[src/rtl/fault_injection_ctrl.sv]
// Purpose : fault-campaign controller driving the fault data, per-bit select and global
//           enable of an 18-bit fault injection mux on an NVDLA datapath tap.
// Latency : sel_out/fsel_out registered (valid in the first INJECT cycle); bit-flip
//           fdata_out is combinational from cdata_in.
// Backpressure: none; config writes to MASK/VALUE/DELAY/DURATION are dropped while busy.
//
// Optional feature macro: FAULT_INJ_LFSR_EN
//   Defined   -> CTRL[3] lfsr_en selects a Fibonacci LFSR (taps 18,11) as the fault
//                select pattern during INJECT, seeded from MASK at arm (0 -> 1).
//   Undefined -> CTRL[3] ignored, fsel_out = MASK during INJECT.
//
// Ports:
//   nvdla_core_clk / nvdla_core_rst : clock, synchronous active-high reset
//   cfg_we / cfg_addr / cfg_wdata   : write-only config port
//                                     (0 CTRL, 1 MASK, 2 VALUE, 3 DELAY, 4 DURATION)
//   trig_in                         : external trigger, sampled only in WAIT_TRIG
//   cdata_in                        : clean datapath value (bit-flip source)
//   fdata_out / fsel_out / sel_out  : fault data, per-bit select, global enable to the mux
//   busy / done                     : campaign status
module fault_injection_ctrl #(
  parameter int WIDTH = 18,
  parameter int CNT_W = 32
) (
  input  logic             nvdla_core_clk,
  input  logic             nvdla_core_rst,
  input  logic             cfg_we,
  input  logic [2:0]       cfg_addr,
  input  logic [31:0]      cfg_wdata,
  input  logic             trig_in,
  input  logic [WIDTH-1:0] cdata_in,
  output logic [WIDTH-1:0] fdata_out,
  output logic [WIDTH-1:0] fsel_out,
  output logic             sel_out,
  output logic             busy,
  output logic             done
);

  typedef enum logic [2:0] {
    S_IDLE      = 3'd0,
    S_WAIT_TRIG = 3'd1,
    S_DELAY     = 3'd2,
    S_INJECT    = 3'd3,
    S_DONE      = 3'd4
  } state_t;

  localparam logic [2:0] A_CTRL     = 3'd0;
  localparam logic [2:0] A_MASK     = 3'd1;
  localparam logic [2:0] A_VALUE    = 3'd2;
  localparam logic [2:0] A_DELAY    = 3'd3;
  localparam logic [2:0] A_DURATION = 3'd4;

  state_t            state_q, state_d;
  logic [CNT_W-1:0]  cnt_q, cnt_d;
  logic [WIDTH-1:0]  mask_q;
  logic [WIDTH-1:0]  value_q;
  logic [CNT_W-1:0]  delay_q;
  logic [CNT_W-1:0]  dur_q;
  logic              mode_q;      // mode captured at the last arm
  logic              sel_q, sel_d;
  logic [WIDTH-1:0]  fsel_q, fsel_d;

  logic ctrl_wr;
  logic arm_cmd;
  logic abort_cmd;
  logic arm_take;
  logic inj_stay;

  // A CTRL write is either an arm (bit0=1) or an abort (bit0=0).
  assign ctrl_wr   = cfg_we && (cfg_addr == A_CTRL);
  assign arm_cmd   = ctrl_wr &&  cfg_wdata[0];
  assign abort_cmd = ctrl_wr && !cfg_wdata[0];
  // Arming is only honoured from an idle or finished campaign.
  assign arm_take  = arm_cmd && ((state_q == S_IDLE) || (state_q == S_DONE));
  assign inj_stay  = (state_q == S_INJECT) && (state_d == S_INJECT);

`ifdef FAULT_INJ_LFSR_EN
  localparam int LFSR_TAP = 11;

  logic [WIDTH-1:0] lfsr_q;
  logic [WIDTH-1:0] lfsr_nxt;
  logic             lfsr_en_q;

  assign lfsr_nxt = {lfsr_q[WIDTH-2:0], lfsr_q[WIDTH-1] ^ lfsr_q[LFSR_TAP-1]};

  // lfsr_q always holds the pattern currently presented on fsel_out during INJECT.
  always_ff @(posedge nvdla_core_clk) begin
    if (nvdla_core_rst) begin
      lfsr_q    <= '0;
      lfsr_en_q <= 1'b0;
    end else if (arm_take) begin
      lfsr_q    <= (mask_q == '0) ? WIDTH'(1) : mask_q;
      lfsr_en_q <= cfg_wdata[3];
    end else if (inj_stay) begin
      lfsr_q    <= lfsr_nxt;
    end
  end
`endif

  // ---------------- state register ----------------
  always_ff @(posedge nvdla_core_clk) begin
    if (nvdla_core_rst) begin
      state_q <= S_IDLE;
      cnt_q   <= '0;
      sel_q   <= 1'b0;
      fsel_q  <= '0;
      mode_q  <= 1'b0;
    end else begin
      state_q <= state_d;
      cnt_q   <= cnt_d;
      sel_q   <= sel_d;
      fsel_q  <= fsel_d;
      if (arm_take) begin
        mode_q <= cfg_wdata[1];
      end
    end
  end

  // ---------------- config registers ----------------
  always_ff @(posedge nvdla_core_clk) begin
    if (nvdla_core_rst) begin
      mask_q  <= '0;
      value_q <= '0;
      delay_q <= '0;
      dur_q   <= '0;
    end else if (cfg_we && !busy) begin
      case (cfg_addr)
        A_MASK:     mask_q  <= cfg_wdata[WIDTH-1:0];
        A_VALUE:    value_q <= cfg_wdata[WIDTH-1:0];
        A_DELAY:    delay_q <= cfg_wdata[CNT_W-1:0];
        A_DURATION: dur_q   <= cfg_wdata[CNT_W-1:0];
        default: ;
      endcase
    end
  end

  // ---------------- next-state logic ----------------
  always_comb begin
    state_d = state_q;
    if (abort_cmd) begin
      // Abort beats any simultaneous trigger or counter expiry.
      state_d = S_IDLE;
    end else begin
      case (state_q)
        S_IDLE, S_DONE: begin
          if (arm_cmd) begin
            state_d = cfg_wdata[2] ? S_WAIT_TRIG : S_DELAY;
          end
        end
        S_WAIT_TRIG: begin
          if (trig_in) begin
            state_d = S_DELAY;
          end
        end
        S_DELAY: begin
          if (cnt_q == '0) begin
            state_d = S_INJECT;
          end
        end
        S_INJECT: begin
          // A count of zero means a permanent fault: only abort leaves.
          if (cnt_q == CNT_W'(1)) begin
            state_d = S_DONE;
          end
        end
        default: state_d = S_IDLE;
      endcase
    end
  end

  // Shared delay/duration counter: loads on entry, then saturating decrement.
  always_comb begin
    cnt_d = cnt_q;
    if ((state_d == S_DELAY) && (state_q != S_DELAY)) begin
      cnt_d = delay_q;
    end else if ((state_d == S_INJECT) && (state_q != S_INJECT)) begin
      cnt_d = dur_q;
    end else if (((state_q == S_DELAY) || (state_q == S_INJECT)) && (cnt_q != '0)) begin
      cnt_d = cnt_q - CNT_W'(1);
    end
  end

  // ---------------- output logic ----------------
  always_comb begin
    sel_d  = 1'b0;
    fsel_d = '0;
    busy   = (state_q != S_IDLE) && (state_q != S_DONE);
    done   = (state_q == S_DONE);
    if (state_d == S_INJECT) begin
      sel_d  = 1'b1;
`ifdef FAULT_INJ_LFSR_EN
      if (lfsr_en_q) begin
        fsel_d = (state_q == S_INJECT) ? lfsr_nxt : lfsr_q;
      end else begin
        fsel_d = mask_q;
      end
`else
      fsel_d = mask_q;
`endif
    end
  end

  assign sel_out  = sel_q;
  assign fsel_out = fsel_q;
  // Bit-flip data is live so flipped bits follow the datapath; fsel_out gates its effect.
  assign fdata_out = mode_q ? ~cdata_in : value_q;

endmodule

[config.mk]
export PLATFORM = sky130hd
export DESIGN_NAME = fault_injection_ctrl
export DESIGN_NICKNAME = d
export VERILOG_FILES = /design/src/rtl/fault_injection_ctrl.sv
export SDC_FILE = /design/constraint.sdc
export NUM_CORES = 1
export LEC_CHECK = 0
export CAP_MARGIN = 0
export CORE_ASPECT_RATIO = 1.2
export CORE_MARGIN = 2
export CORE_UTILIZATION = 40
export DETAILED_ROUTE_END_ITERATION = 16
export PLACE_DENSITY_LB_ADDON = 0.3
export SETUP_SLACK_MARGIN = 0.02
export SYNTH_ARGS = -nofsm -noshare
export SYNTH_HDL_FRONTEND = slang
export SYNTH_SLANG_ARGS = --single-unit
[constraint.sdc]
create_clock -name nvdla_core_clk -period 8.7 [get_ports nvdla_core_clk]
set_input_delay 1.74 -clock nvdla_core_clk [delete_from_list [all_inputs] [get_ports nvdla_core_clk]]
set_output_delay 1.74 -clock nvdla_core_clk [all_outputs]
set_load 0.005 [all_outputs]
Yosys cells after proc, flatten, opt, wreduce, memory -nomap -nowiden
Cells that the tools add are included.
{ "word_totals": {"latch_bits": 0, "rom_bits": 0, "out_inout_bits": 39, "ff_bits": 155, "elab_cells": 63, "n_memories": 0, "ram_bits": 0, "in_bits": 57} }
{ "classes": {"n_shift": 0, "mux": 12, "bitwise_logic": 2, "div_mod_pow": 0, "n_reduce_logical": 25, "n_mul": 0, "order_cmp": 0, "addsub": 1, "n_eq_ne": 14} }
{ "ops": {"columns": ["operator", "count"], "rows": [
  ["two-way mux 32 bit", 3],
  ["== test 32 x 1 -> 1 bit (second input constant)", 1],
  ["logical NOT 32 bit", 1],
  ["nonzero test 32 bit", 1],
  ["subtractor 32 x 1 -> 32 bit (second input constant)", 1],
  ["== test 3 x 2 -> 1 bit (second input constant)", 6],
  ["two-way mux 18 bit", 1],
  ["NOT 18 bit", 1],
  ["two-way mux 3 bit", 5],
  ["case mux 3 bit (4 select lines)", 1],
  ["logical AND 1 bit", 9],
  ["AND reduction 2 bit", 4],
  ["== test 3 x 1 -> 1 bit (second input constant)", 2],
  ["== test 3 bit (second input constant)", 2],
  ["logical NOT 3 bit", 2],
  ["!= test 3 x 2 -> 1 bit (second input constant)", 2],
  ["nonzero test 3 bit", 2],
  ["OR reduction 2 bit", 2],
  ["!= test 3 bit (second input constant)", 1],
  ["logical NOT 1 bit", 2],
  ["logical OR 1 bit", 2],
  ["two-way mux 2 bit", 1],
  ["two-way mux 1 bit", 1],
  ["NOT 1 bit", 1]
]} }

Longest topological paths before layout
{ "logic_depth": {"ltp_word": 10, "depth_mapped": 9, "mapped_depth_nobuf": 8} }

Worst setup path after synthesis
No wires, ideal clock.
{ "synth_path": {"kind": "input to register", "startpoint": "input cfg_addr[0]", "endpoint": "register cnt_q[21]", "required_ns": 8.614, "path_stages": 8, "arrival_time_ns": 3.761, "setup_ns": 0.086, "setup_slack_ns": 4.853, "path_buffers": 3, "cell_sequence": "clkbuf_1 -> or4b_2 -> o2111ai_1 -> or4_1 -> clkbuf_1 -> buf_1 -> o221ai_1 -> a211oi_1"} }
{ "synth_via": {"elab_chain_len": 10, "elab_cells_between_ends": 14, "cone_classes": "eq/ne: 2; mux: 5; reduce/logical: 7"} }
{ "synth_rtl": {"columns": ["element", "line_no", "rtl"], "rows": [
  ["start, declared", "27", "input logic [2:0] cfg_addr,"],
  ["logical NOT 3 bit (*)", "69", "assign ctrl_wr = cfg_we && (cfg_addr == A_CTRL);"],
  ["logical AND 1 bit (*)", "69", null],
  ["logical AND 1 bit", "70", "assign arm_cmd = ctrl_wr && cfg_wdata[0];"],
  ["two-way mux 3 bit", "145", "if (arm_cmd) begin"],
  ["case mux 3 bit (4 select lines)", "143", "case (state_q)"],
  ["two-way mux 3 bit (*)", "139", "if (abort_cmd) begin"],
  ["== test 3 x 2 -> 1 bit", "175", "end else if ((state_d == S_INJECT) && (state_q != S_INJECT)) begin"],
  ["logical AND 1 bit", "175", null],
  ["two-way mux 32 bit", "175", null],
  ["two-way mux 32 bit", "173", "if ((state_d == S_DELAY) && (state_q != S_DELAY)) begin"],
  ["end signal, assigned", "109", "cnt_q <= cnt_d;"],
  ["end, declared", "53", "logic [CNT_W-1:0] cnt_q, cnt_d;"]
]} }
Mark *: on every way between the ends. The rest lies on a longest branch, timed or not.
A chain may end at the register's enable or synchronous reset.

Final worst setup path
{ "layout_path": {"startpoint": "input cdata_in[14]", "endpoint": "output fdata_out[14]"} }
{ "layout_via": {"elab_chain_len": 2} }
{ "layout_rtl": {"columns": ["element", "line_no", "rtl"], "rows": [
  ["start, declared", "30", "input logic [WIDTH-1:0] cdata_in,"],
  ["NOT 18 bit", "205", "assign fdata_out = mode_q ? ~cdata_in : value_q;"],
  ["two-way mux 18 bit", "205", null],
  ["end, declared", "31", "output logic [WIDTH-1:0] fdata_out,"]
]} }
No other way between the ends.

==> flow_summary.ini <==
[run_status]
outcome = complete, no violations

[floorplan]
die_area_sq_mm = 0.0176
die_x_um = 122
die_h_um = 145
initial_core_util_pct = 40.9
num_rows = 51
fp.coreArea_sq_mm = 0.0162
pin_count = 96

[power_and_ir_drop]
leakage_uw = 0.00279
ir_worst_vdd_mv = 0.161
power.density_mw_per_mm2 = 226

[sta]
slew_headroom_pct = 23.1
drv_slew = 0
rsz0062_at_grt = false
fin_crit_sh_pct = 52.2
fin_setup_tns_ns = 0
tightest_slew_ns = 1.15
min_period_ns = 4.54
worst_clock_skew_ns = 0.00997
hold_violations = 0
fmax_mhz = 220
setup-violations-final = 0
whs_ns = 0.450

[clock_network]
cts_buffer_depth = 2
cts_sinks = 155
post_cts_buffers = 0
cts_tree = yes
h-tree-depth = 4
cts_resized = 0
numCtsBuffers = 17
root_buffer = clkbuf_16
clkLatencyLatePin_ns = 0.44
clkSlewWorstSetupHoldPaths_ns = 0.07
ctsHoldBuffers = 0

[placement]
port_buffers = 95
gp_congestion = 0.847
dp.final_hpwl_um = 11600
dp.cells = 1102
dpl_cell_area_sq_mm = 0.00772

[detailed_routing]
wl_per_cell_um = 15.7
antenna_left = 0
finalWirelength_um = 17800
first_pass_iters = 5
drcViolationCount = 0
vias = 6141
post_drt_via_cell_ratio = 5.42
dr.first_iter.drc_count = 374

[grt]
grt_use_total_pct = 21.2
antenna_found_initial = 0
grt_pass1_wl_um = 30100
grt_overflow = 0
grt_max_degree = 55
grt_pass1_vias = 6033

[synthesis]
netlist_top_cells_area = dfxtp_1, nand2_1, a21oi_1
synth_fp_nets = 896
ys_ff_latch = 155
synth_top_area_share_pct = 46.8
yosysTopAreaCell = dfxtp_1
async_flop_share_pct = 0
dominantRegCellSynth = dfxtp_1
synth-edff-count = 0
ys_warn_count = 0
yosysSeqAreaShare_pct = 46.8
syn_area_sq_mm = 0.00663
syn_area_per_cell_sq_um = 7.93
synthCells = 836
yosysUniqueCellTypes = 48

[worst_setup_path]
crit_path_end = fdata_out[14]
path_cells = clkdlybuf4s50_1 -> a21oi_1 -> clkdlybuf4s50_1
r2r_cells = 7
cpMostUsedCell = clkdlybuf4s50_1
cpPeakStageDelay_ns = 0.53
slowest_stage = clkdlybuf4s50_1
arrival_ns = 2.80
reg2reg_from = cnt_q[6]
cp.depth = 3
end_kind = primary output
criticalPathCategory = in2out
startpoint_type = primary input
rr_endpoint = cnt_q[31]
crit_fanout = 1
crit_family = buffers and inverters
critical_path_required_ns = 6.96
cp.buffers_inverters = 2
r2r_slack_ns = 5.21
cp-startpoint = cdata_in[14]

[run]
drv_cap = 0

[worst_hold_path]
hold_path_class = reg2reg
hold_depth = 2

[cells_and_area]
fin_area_sq_mm = 0.00828
fin_util_pct = 51.1
fin_cells = 1134
n_fill_cell = 1589
drive_above_1_share_pct = 8.35
multi_input_area_sq_mm = 0.00324
antenna_cells = 0
layout.area.seq_sq_mm = 0.00310
syn_to_final_growth_pct = 25.0
finalNetCount = 969
-- state kept, by name (all words and copies together), names as in the netlist --
| name | flops |
|---|---|
| delay_q | 32 |
| state_q | 3 |
| cnt_q | 32 |
| value_q | 18 |
| dur_q | 32 |
| mode_q | 1 |
| fsel_out | 18 |
| mask_q | 18 |
| sel_out | 1 |
-- per-layer routing --
layer | track usage (%) | share of wire, % | up-vias
li1 | - | - | 3096
met1 | 27.2 | 45 | 2876
met2 | 34.7 | 49 | 146
met3 | 5.58 | 4.8 | 23
met4 | 6.26 | 1.5 | 0
met5 | 0 | 0 | -
-- worst min path at each step --
stage	slack [ns]	startpoint	endpoint
after global placement	0.43	mask_q[7]	fsel_out[7]
after global routing	0.47	mask_q[3]	mask_q[3]
after detailed placement	0.44	mask_q[4]	mask_q[4]
after floorplan	0.43	cnt_q[27]	cnt_q[27]
after CTS	0.45	mask_q[4]	mask_q[4]
final	0.45	mask_q[7]	mask_q[7]
-- area by class of cell --
type | count | area share (%)
multi-input cells | 613 | 39.1
flip-flops and latches | 155 | 37.5
repair buffers | 112 | 13.0
clock buffers | 17 | 5.14
well taps | 212 | 3.20
clock inverters | 15 | 1.72
inverters | 10 | 0.453
-- kinds of logic after synthesis --
group,share of synthesized area [%]
XOR/XNOR,0.132
AND/OR/NAND/NOR,26.3
AO/OA/AOI/OAI,21.8
adder cells (fa/ha/maj),0.566
flip-flops,46.8
buffers and inverters,4.36
-- per-stage QoR --
step | power (uW) | worst slack, ns
after floorplan | 1050 | 4.85
after global placement | 1160 | 4.15
after detailed placement | 1160 | 4.08
after CTS | 1880 | 4.14
after global routing | 1970 | 4.06
final | 1870 | 4.16
-- tightest hold or removal path, delay by kind of cell (launching register included) --
family | cells | cell delay [ns]
DFF | 1 | 0.31
AOI/OAI and AO/OA | 1 | 0.05
and+or+nand+nor | 1 | 0.05
-- Yosys cell counts (2+ instances only) --
library cell,instances
dfxtp_1,155
or4_4,2
nand2b_1,2
a211oi_1,18
a31oi_1,2
buf_2,3
and2_4,9
a311oi_1,10
o211ai_1,2
nor2_1,51
buf_6,4
or3_1,7
ha_1,3
a21oi_1,146
nand2_1,216
or4_1,7
o221ai_1,15
a2111oi_0,2
or2_2,4
nor4bb_1,2
and2_1,11
and3_1,3
nor3b_1,3
nand3_1,18
clkbuf_1,48
buf_1,3
inv_1,10
o32ai_1,2
o221a_1,2
o41ai_1,2
nor4b_1,3
nor3_1,17
o21ai_0,10
nand4b_1,2
nor4_1,12
a21o_1,2
nand4_1,8
o221ai_2,10
-- placed cells by master, fill, tap and decap left out, types with 11 or more instances in the layout --
master,instances
nor2_1,51
o221ai_1,15
clkdlybuf4s50_1,94
a211oi_1,18
dfxtp_1,155
nor4_1,12
nor3_1,17
buf_4,17
clkbuf_16,17
nand2_1,216
nand3_1,18
a21oi_1,146
and2_1,11
-- power breakdown --
part	switching, uW	total, uW	internal, uW	leakage (uW)
combinational	212	355	143	0.00126
clock	340	722	381	0.000273
sequential	42.9	793	750	0.00126
total	595	1870	1270	0.00279
(Power assumes the default switching activity.)
